### src/rtl/mem_lsu.sv
// mem_lsu: load/store initiator between the core and a single-port word memory.
// Sub-word stores are done as read-modify-write; loads extend the selected lane.
module mem_lsu #(
    parameter logic [31:0] ADDR_LIMIT = 32'h0000_4000
) (
    input  logic        clk,
    input  logic        resetn,
    input  logic        req_valid,
    output logic        req_ready,
    input  logic        req_we,
    input  logic [31:0] req_addr,
    input  logic [31:0] req_wdata,
    input  logic [1:0]  req_size,
    input  logic        req_unsigned,
    output logic        resp_valid,
    output logic [31:0] resp_rdata,
    output logic        resp_error,
    output logic [31:0] mem_address,
    output logic [31:0] mem_wdata,
    input  logic [31:0] mem_rdata,
    output logic        mem_we
);

    typedef enum logic [2:0] {
        IDLE,
        LOAD,
        STORE,
        RMW_RD,
        RMW_WR,
        RESP
    } state_t;

    state_t      state, next_state;
    logic [31:0] addr_q;
    logic [31:0] wdata_q;
    logic [1:0]  size_q;
    logic        unsigned_q;
    logic        err_q;
    logic [31:0] merge_q;
    logic [31:0] rdata_q;

    logic        accept;
    logic        req_err;
    logic [7:0]  load_byte;
    logic [15:0] load_half;
    logic [31:0] load_ext;
    logic [31:0] merged;

    assign accept = req_valid && (state == IDLE);

    // Flag misaligned, illegal-size or out-of-range requests at acceptance
    always_comb begin
        req_err = 1'b0;
        if (req_size == 2'b11)
            req_err = 1'b1;
        else if (req_size == 2'b01 && req_addr[0])
            req_err = 1'b1;
        else if (req_size == 2'b10 && req_addr[1:0] != 2'b00)
            req_err = 1'b1;
        if (req_addr >= ADDR_LIMIT)
            req_err = 1'b1;
    end

    // Pick the addressed lane out of the read word and extend it
    always_comb begin
        load_byte = mem_rdata[7:0];
        case (addr_q[1:0])
            2'd0: load_byte = mem_rdata[7:0];
            2'd1: load_byte = mem_rdata[15:8];
            2'd2: load_byte = mem_rdata[23:16];
            2'd3: load_byte = mem_rdata[31:24];
            default: load_byte = mem_rdata[7:0];
        endcase
        load_half = addr_q[1] ? mem_rdata[31:16] : mem_rdata[15:0];
        case (size_q)
            2'b00:   load_ext = unsigned_q ? {24'b0, load_byte} : {{24{load_byte[7]}}, load_byte};
            2'b01:   load_ext = unsigned_q ? {16'b0, load_half} : {{16{load_half[15]}}, load_half};
            default: load_ext = mem_rdata;
        endcase
    end

    // Replace only the addressed byte or half of the captured word
    always_comb begin
        merged = merge_q;
        if (size_q == 2'b00) begin
            case (addr_q[1:0])
                2'd0: merged[7:0]   = wdata_q[7:0];
                2'd1: merged[15:8]  = wdata_q[7:0];
                2'd2: merged[23:16] = wdata_q[7:0];
                2'd3: merged[31:24] = wdata_q[7:0];
                default: merged = merge_q;
            endcase
        end else if (addr_q[1]) begin
            merged[31:16] = wdata_q[15:0];
        end else begin
            merged[15:0] = wdata_q[15:0];
        end
    end

    // State register; reset aborts any request so a pending write cannot happen
    always_ff @(posedge clk or negedge resetn) begin
        if (!resetn)
            state <= IDLE;
        else
            state <= next_state;
    end

    // Next-state selection and memory/response outputs decoded from the state
    always_comb begin
        next_state  = state;
        req_ready   = 1'b0;
        resp_valid  = 1'b0;
        resp_error  = 1'b0;
        mem_address = 32'b0;
        mem_wdata   = 32'b0;
        mem_we      = 1'b0;
        case (state)
            IDLE: begin
                req_ready = 1'b1;
                if (req_valid) begin
                    if (req_err)
                        next_state = RESP;
                    else if (!req_we)
                        next_state = LOAD;
                    else if (req_size == 2'b10)
                        next_state = STORE;
                    else
                        next_state = RMW_RD;
                end
            end
            LOAD: begin
                mem_address = {addr_q[31:2], 2'b00};
                next_state  = RESP;
            end
            STORE: begin
                mem_address = {addr_q[31:2], 2'b00};
                mem_wdata   = wdata_q;
                mem_we      = 1'b1;
                next_state  = RESP;
            end
            RMW_RD: begin
                mem_address = {addr_q[31:2], 2'b00};
                next_state  = RMW_WR;
            end
            RMW_WR: begin
                mem_address = {addr_q[31:2], 2'b00};
                mem_wdata   = merged;
                mem_we      = 1'b1;
                next_state  = RESP;
            end
            RESP: begin
                resp_valid = 1'b1;
                resp_error = err_q;
                next_state = IDLE;
            end
            default: next_state = IDLE;
        endcase
    end

    // Capture request fields on acceptance and the old word during RMW_RD
    always_ff @(posedge clk or negedge resetn) begin
        if (!resetn) begin
            addr_q     <= 32'b0;
            wdata_q    <= 32'b0;
            size_q     <= 2'b0;
            unsigned_q <= 1'b0;
            err_q      <= 1'b0;
            merge_q    <= 32'b0;
        end else begin
            if (accept) begin
                addr_q     <= req_addr;
                wdata_q    <= req_wdata;
                size_q     <= req_size;
                unsigned_q <= req_unsigned;
                err_q      <= req_err;
            end
            if (state == RMW_RD)
                merge_q <= mem_rdata;
        end
    end

    // Response data changes only when a new response is about to be issued
    always_ff @(posedge clk or negedge resetn) begin
        if (!resetn)
            rdata_q <= 32'b0;
        else if (next_state == RESP && state != RESP)
            rdata_q <= (state == LOAD) ? load_ext : 32'b0;
    end

    assign resp_rdata = rdata_q;

endmodule

### config.mk
export PLATFORM = sky130hd
export DESIGN_NAME = mem_lsu
export DESIGN_NICKNAME = d
export VERILOG_FILES = /design/src/rtl/mem_lsu.sv
export SDC_FILE = /design/constraint.sdc
export NUM_CORES = 1
export LEC_CHECK = 0
export CAP_MARGIN = 20
export CORE_MARGIN = 8
export CORE_UTILIZATION = 48
export CTS_CLUSTER_DIAMETER = 30
export DETAILED_ROUTE_END_ITERATION = 8
export HOLD_SLACK_MARGIN = 0.02
export PLACE_DENSITY = 0.9
export SYNTH_ARGS = -nofsm -noshare
export SYNTH_HDL_FRONTEND = slang
export SYNTH_SLANG_ARGS = --single-unit
### constraint.sdc
create_clock -name clk -period 2.5 [get_ports clk]
set_clock_uncertainty 0.2 [all_clocks]
set_input_delay 0.5 -clock clk [delete_from_list [all_inputs] [get_ports clk]]
set_output_delay 0.5 -clock clk [all_outputs]
set_load 0.01 [all_outputs]
## Word level (Yosys, flattened, before mapping)

Index checks and enable logic that the tools add are counted.

- Muxes and demuxes: 28
- Reduce and logical (&&, ||, !) cells: 11
- Magnitude comparators: 1
- Equal/unequal tests: 14

Operators with widths:

| kind | number |
|---|---|
| $mux 32 | 5 |
| $pmux 32 s2 | 2 |
| $mux 16 | 3 |
| $ge 32x15->1 const B | 1 |
| $mux 8 | 4 |
| $pmux 8 s4 | 1 |
| $eq 3x3->1 const B | 3 |
| $mux 1 | 9 |
| $pmux 3 s3 | 1 |
| $eq 2x2->1 const B | 4 |
| $eq 2x1->1 const B | 3 |
| $eq 3x2->1 const B | 2 |
| $mux 3 | 2 |
| $logic_and 1x1->1 | 4 |
| $logic_not 2->1 | 2 |
| $reduce_or 4->1 | 1 |
| $eq 3x1->1 const B | 1 |
| $logic_not 3->1 | 1 |
| $ne 3x3->1 const B | 1 |
| $reduce_or 3->1 | 1 |
| $mux 2 | 1 |
| $reduce_bool 2->1 | 1 |
| $reduce_or 2->1 | 1 |

- Output and inout port bits: 100
- Register bits after elaboration: 135

## Depth between registers and ports, before layout

Gate-level depths: netlist (run 1).

- Depth after elaboration: 11
- Depth in mapped cells: 7
- Mapped depth without buffers: 4

## Worst setup path after synthesis (run 1)

OpenSTA, ideal clock, no wires.

- Kind: flip-flop to output port
- From: register size_q[0]
- To: output mem_wdata[29]
- Cell stages (with the launch flop): 8
- Data arrival time: 1.616 ns
- Slack: 0.184 ns
- Cells stage by stage: dfrtp_1 -> buf_2 -> or2_1 -> clkbuf_1 -> clkbuf_1 -> a21oi_1 -> o32ai_1 -> o21ai_0

- Longest elaborated chain between the ends: 3

RTL lines:

| what | RTL line | source |
|---|---|---|
| start: declaration | 36 | `logic [1:0] size_q;` |
| start signal: assignment | 173 | `size_q <= req_size;` |
| $logic_not 2->1 | 85 | `if (size_q == 2'b00) begin` |
| $mux 32 | 85 |  |
| $pmux 32 s2 | 117 | `case (state)` |
| end: declaration | 19 | `output logic [31:0] mem_wdata,` |

No other way between the ends.

## Final worst setup path (run 1)

- From: register state[0]
- To: output mem_wdata[1]

- Longest elaborated chain between the ends: 2
- Elaborated cells between the ends (all ways): 3
- Classes of those cells: eq/ne (2); mux (1)

RTL lines:

| what | RTL line | source |
|---|---|---|
| start: declaration | 33 | `state_t state, next_state;` |
| start signal: assignment | 105 | `state <= next_state;` |
| $eq 3x3->1 / $eq 3x2->1 (equally long branches) | 117 |  |
| $pmux 32 s2 (*) | 117 |  |

Every way passes the cells marked *; elsewhere a longest branch is shown, timed or not.

==> results of run 1 <==
[kinds of logic (layout without fill, tap and decap cells)]
logic type	after synthesis	in the layout	share of synthesized area (%)
xor gates and xnor gates	1	1	0.128
AOI/OAI and AO/OA	154	154	14.8
buffers and inverters	69	319	4.35
muxes	56	56	10.2
DFF	135	135	49.5
and+or+nand+nor	328	329	20.9
other	1	2	0.0550
[placed cells by master (no fill, tap or decap), types with 7 or more instances in the layout]
cell,netlist,routed
a31o_2,7,7
dfrtp_1,135,134
nand2_1,228,222
clkbuf_16,0,17
o21ai_0,61,41
buf_4,2,52
o21ai_1,4,22
clkdlybuf4s50_1,0,133
a221oi_1,7,7
buf_2,12,55
and2_1,40,36
a21oi_2,1,9
nor2_1,26,24
mux2_2,38,38
mux4_2,7,7
a22o_1,8,8
o22ai_1,31,31
a211oi_1,7,7
inv_1,13,11
buf_6,2,21
nor3_1,11,9
buf_12,0,7
[power breakdown]
group	internal [mW]	switching (mW)
registers	2.93	0.528
clock network	1.39	0.908
logic	2.85	3.48
[worst reg2reg max path: stages, from the launching register on]
cell and delay (ns):
dfrtp_1 0.51, buf_4 0.38, or3b_1 0.43, o22ai_4 0.22, o221ai_4 0.26, o22ai_1 0.29
[sequential cells by signal (all words and copies together) (netlist names)]
register and flops:
addr_q 32, merge_q 32, resp_rdata 32, wdata_q 32, state 3, size_q 2, err_q 1, unsigned_q 1
[what timing repair did]
item | CTS | global route
hold endpoints to repair | 59 | 0
endpoints found under the setup margin | 66 | 64
hold buffers | 1 | 0
gates cloned | 2 | 1
setup buffers | 9 | 9
resized for setup | 325 | 33
pin swaps | 5 | 7
[cell usage after synthesis, types with 4 or more instances]
cell type | count | area share (%)
o21ai_1 | 4 | 0.29
a21oi_1 | 11 | 0.81
nor3_1 | 11 | 0.81
nand2_1 | 228 | 13
dfrtp_1 | 135 | 50
mux2_2 | 38 | 6.3
mux2i_1 | 11 | 1.6
o32ai_1 | 8 | 1.0
o21ai_0 | 61 | 4.5
a31o_2 | 7 | 0.90
a211oi_1 | 7 | 0.77
a22o_1 | 8 | 1.0
and2_1 | 40 | 3.7
o22ai_1 | 31 | 2.8
a221oi_1 | 7 | 0.90
buf_1 | 6 | 0.33
nor4_1 | 4 | 0.37
inv_1 | 13 | 0.72
nand3_1 | 4 | 0.29
clkbuf_1 | 32 | 1.8
nor2_1 | 26 | 1.4
mux4_2 | 7 | 2.3
buf_2 | 12 | 0.88
[per-stage QoR]
step	cell area [um^2]	TNS [ns]	hold WS (ns)
after floorplan	6830	0	0.00441
after global placement	9330	-2.82	0.249
after detailed placement	9330	-5.78	0.255
after CTS	9890	-9.16	0.268
after global routing	10000	-11.14	0.293
final	10000	-6.82	0.265
[cell type report]
type                       count  area (um^2)
fill                         990         3880
sequential                   135         3380
multi-input combinational    542         3360
timing repair buffer         273         2430
clock buffer                  24          502
tap                          180          225
inverter                      15         56.3
clock inverter                 7         45.0
[per-layer routing]
metal	track usage [%]	vias to the layer above
met1	30.9	3275
met4	13.0	0
li1	-	3026
met2	44.3	439
met5	0	-
met3	10.7	103
[path summary, 6_finish.rpt]
| kind | endpoint | slack (ns) | from |
|---|---|---|---|
| worst max-delay path | mem_wdata[1] | -0.18 | state[0] |
| worst min-delay path | addr_q[6] | 0.26 | addr_q[6] |
| worst max register to register | resp_rdata[16] | 0.12 | addr_q[1] |
| worst min register to register | addr_q[6] | 0.26 | addr_q[6] |
| max in group asynchronous | resp_rdata[29] | 0.98 | resetn |
| min in group asynchronous | wdata_q[24] | 0.44 | resetn |
==> run metrics, run 1 <==
status=complete, but fails checks; failing checks=setup timing; Power Density=1210 nW/um^2; Ports=203; total power=12.1 mW; Min-Delay Path Depth=2; kind of critical path=reg -> out; library cells used by synthesis=52; DRT Pass-1 Iters=5; vias in the first global route=7051; DRC Markers=0; Global Route Usage Sum=27.3%; area growth from synthesis to layout=46.6%; num rows=43; Met2 Routed Length=12200 um; die width=135 um; drt total wl=25300 um; initial antenna violation count=0; Port Buffers=200; final worst-path cycle share=107%; met1 WL=9230 um; routability-driven placement congestion ratio=0.970; Worst-Margin Slew=0.603 ns; first-pass GRT wire length=38600 um; WP data required=1.80 ns; Post-Syn Area per Cell=9.17 um^2; clk root buf=clkbuf_16; cells after synthesis=744; unrepaired setup endpoints after global routing=true; EDFF count, synth=0; initial DRC count=632; CTS tree=yes; Clock Tree Buf Depth=2; critical-path maximum fanout=7; via count=6843; fmax=0.373 GHz; CP cell instances=buf_6, buf_6, nor3b_4, buf_6, a21o_4, buf_6, a22o_1, buf_2; Hold Vio Cnt, Final=0; wire length per cell=21.5 um; Clock Latency Late Sink=0.41 ns; final global-route overflow total=0; IR drop worst, VDD=0.000695 V; WP depth=8; routed wl met3=2620 um; H-tree depth=4; die height=135 um; Max Cap Viol=0; clk sink count=135; crit path launch type=flip-flop; Slowest cell on crit path=dfrtp_2; CP delay by family, top=buffers and inverters; Antenna Cells=0; nets=1087; largest net degree at the start of global routing=64; fin util=72.0%; reg2reg path depth=5; pre-CTS setup slack=-0.343 ns; die area=18300 um^2; synthesized cell area=6820 um^2; P_leak=4.58 nW; vias per inst=5.82; uppermost layer routed=met4; Period minus WS final=2.68 ns; total CTS buffers=17; worst hold path type=reg -> reg; initial core utilization=49.1%; Synth Flop Type=dfrtp_1; crit-path max cell delay=0.44 ns; Crit path top cell by count=buf_6; layout cells sized above 1=27.3%; Buf/Inv on CP=5; # setup viols final=63; CP Data Arrival Time=1.98 ns; placed cells=1126; crit end category=primary output; synth warn=0; post-route setup slack=-0.181 ns; post-route ant nets=0; count of pins over their slew limit=0; ys async rst share=100%; DPL Wire Length=17600 um; Post-Layout Cell Count=1176; Synth Register Bits=135; sequential share of the synthesized area=49.5%; Worst-path clk slew=0.06 ns; Max-Slew Margin vs Limit=59.8%; core area=13900 um^2
(Power assumes the default switching activity.)
==> run 2, diff against run 1 <==
--- a/config.mk
+++ b/config.mk
@@ -9,8 +9,10 @@
 export CORE_MARGIN = 8
 export CORE_UTILIZATION = 48
 export CTS_CLUSTER_DIAMETER = 30
+export CTS_CLUSTER_SIZE = 40
 export DETAILED_ROUTE_END_ITERATION = 8
 export HOLD_SLACK_MARGIN = 0.02
+export MAX_ROUTING_LAYER = met4
 export PLACE_DENSITY = 0.9
 export SYNTH_ARGS = -nofsm -noshare
 export SYNTH_HDL_FRONTEND = slang
==> constraint.sdc (replaced) <==
create_clock -name clk -period 2.95 [get_ports clk]
set_clock_uncertainty 0.2 [all_clocks]
set_input_delay 0.59 -clock clk [delete_from_list [all_inputs] [get_ports clk]]
set_output_delay 0.59 -clock clk [all_outputs]
set_load 0.01 [all_outputs]
==> run 2 against run 1 <==
  * Sequential power is 16% lower
  * The run now ends clean
  * Via count fell by 3.1%
  * Cell count decreased by 2.4%
  * Total power decreased by 17%
  * Clock power is 12% lower
  * Die area unchanged
  * Utilization fell by 1.3 points
  * Critical path depth fell by 1
  * Cell area fell by 1.8%
==> run metrics, run 2 (synthesized netlist as in run 1, its figures left out) <==
initial antenna violation count=0 (unchanged); Clock Latency Late Sink=0.42 ns (about the same); area of placed instances=9060 um^2 (-2.8%); H-tree depth=4 (unchanged); Max-Slew Margin vs Limit=63.4% (+3.6 points); pre-CTS setup slack=0.0252 ns (+0.368 ns); area growth from synthesis to layout=44.0%; CP Data Arrival Time=2.15 ns (+0.17 ns); total CTS buffers=17 (unchanged); Slowest cell on crit path=dfrtp_1; Worst-path clk slew=0.06 ns (about the same); crit path launch type=flip-flop; CP cell instances=buf_4, nor3b_4, buf_4, bufbuf_16, nand2_1, o21ai_0, clkdlybuf4s15_1; post-route ant nets=0 (unchanged); die height=135 um (unchanged); M1 GR Usage=31.2% (+0.29 points); IR drop worst, VDD=0.000529 V (-24%); # setup viols final=0 (-100%); core area=13900 um^2 (unchanged); die area=18300 um^2 (unchanged); first-pass GRT wire length=36500 um (-5.6%); via count=6629 (-3.1%); initial DRC count=661 (+4.6%); CTS tree=yes; largest net degree at the start of global routing=56 (-13%); crit end category=primary output; drt total wl=23500 um (-7.1%); GR peak layer=met2; Period minus WS final=2.94 ns; unrepaired setup endpoints after global routing=true; nets=1058 (-2.7%); Power Density=1020 nW/um^2 (-16%); fin util=70.8% (-1.3 points); Clock Tree Buf Depth=2 (unchanged); final worst-path cycle share=99.8%; initial core utilization=49.1% (unchanged); WP data required=2.16 ns (+0.36 ns); worst hold path type=reg -> reg; Port Buffers=200 (unchanged); crit-path max cell delay=0.41 ns (-0.03 ns); wire length per cell=20.4 um (-4.8%); Crit path top cell by count=buf_4; routability-driven placement congestion ratio=0.941 (-2.9%); num rows=43 (unchanged); Max Cap Viol=0 (unchanged); Global Route Usage Sum=26.4% (-0.89 points); Hold Vio Cnt, Final=0 (unchanged); most frequent cells in the layout=226 x nand2_1, 136 x clkdlybuf4s50_1, 134 x dfrtp_1; post-route setup slack=0.00638 ns (+0.188 ns); DRC Markers=0 (unchanged); clk sink count=135 (unchanged); post-route cell area=9820 um^2 (-1.8%); critical-path maximum fanout=12 (+5); P_leak=4.55 nW (-0.76%); final global-route overflow total=0 (unchanged); status=complete, no violations; commonest non-fill, non-tap cell in the layout=nand2_1; layout cells sized above 1=18.4% (-8.9 points); fmax=0.340 GHz; total power=10.0 mW (-17%); Worst-Margin Slew=0.549 ns (-0.0540 ns); Ports=203 (unchanged); die width=135 um (unchanged); count of pins over their slew limit=0 (unchanged); kind of critical path=reg -> out; DRT Pass-1 Iters=5 (unchanged); vias per inst=5.77 (-0.76%); Antenna Cells=0 (unchanged); vias in the first global route=6734 (-4.5%); GR Util met3=7.83% (-2.9 points); routing usage on met2=41.0% (-3.4 points); DPL Wire Length=16400 um (-7.1%); clk root buf=clkbuf_16
[run 2: timing repair]
item / CTS / global route
endpoints found under the hold margin: 39 / 0
gates resized for setup: 99 / 32
buffers inserted: 8 / 6
pin swaps: 4 / 5
hold buffers: 1 / 0
setup endpoints to repair: 63 / 34
gates cloned: 2 / 0
[run 2: worst paths after layout]
check                                start             end  slack, ns  depth (start not counted)
worst max register to register   addr_q[1]  resp_rdata[19]       0.45                          5
worst max-delay path              state[2]    mem_wdata[8]      0.006                          7
worst min register to register  addr_q[20]      addr_q[20]       0.27                          2
worst min-delay path            addr_q[20]      addr_q[20]       0.27                          2
max in group asynchronous           resetn  resp_rdata[11]       1.28                          3
min in group asynchronous           resetn     wdata_q[18]       0.45                          2
[run 2: worst max-delay path: cells and delay by family, from the launching register on]
| kind | cells | cell delay (ns) |
|---|---|---|
| buffers and inverters | 4 | 0.88 |
| DFF | 1 | 0.41 |
| and+or+nand+nor | 2 | 0.33 |
| AOI/OAI and AO/OA | 1 | 0.11 |
[run 2: final cells by class]
| cell class | instances | area, um^2 |
|---|---|---|
| clock inverter | 11 | 100 |
| inverter | 15 | 56.3 |
| fill | 1014 | 4060 |
| timing repair buffer | 245 | 2320 |
| sequential | 135 | 3380 |
| clock buffer | 21 | 470 |
| multi-input combinational | 541 | 3270 |
| tap | 180 | 225 |
[run 2: per-stage QoR]
step | instances | TNS (ns) | hold slack, ns
floorplan | 745 | 0 | 0.0944
global placement | 1099 | 0 | 0.249
detailed placement | 1099 | 0 | 0.254
CTS | 1142 | -0.130 | 0.268
global route | 1148 | -0.121 | 0.283
finish | 1148 | 0 | 0.265
[run 2: power breakdown]
part / switching (mW) / total (mW) / internal, mW
combinational: 2.76 / 5.06 / 2.30
clock: 0.806 / 2.03 / 1.22
sequential: 0.426 / 2.91 / 2.49
total: 3.99 / 10.0 / 6.01
[run 2: per-layer routing]
layer / up-vias / part of all wire (%)
met5: - / 0
met3: 80 / 9.8
met1: 3187 / 39
met4: 0 / 4.1
li1: 2964 / -
met2: 398 / 47
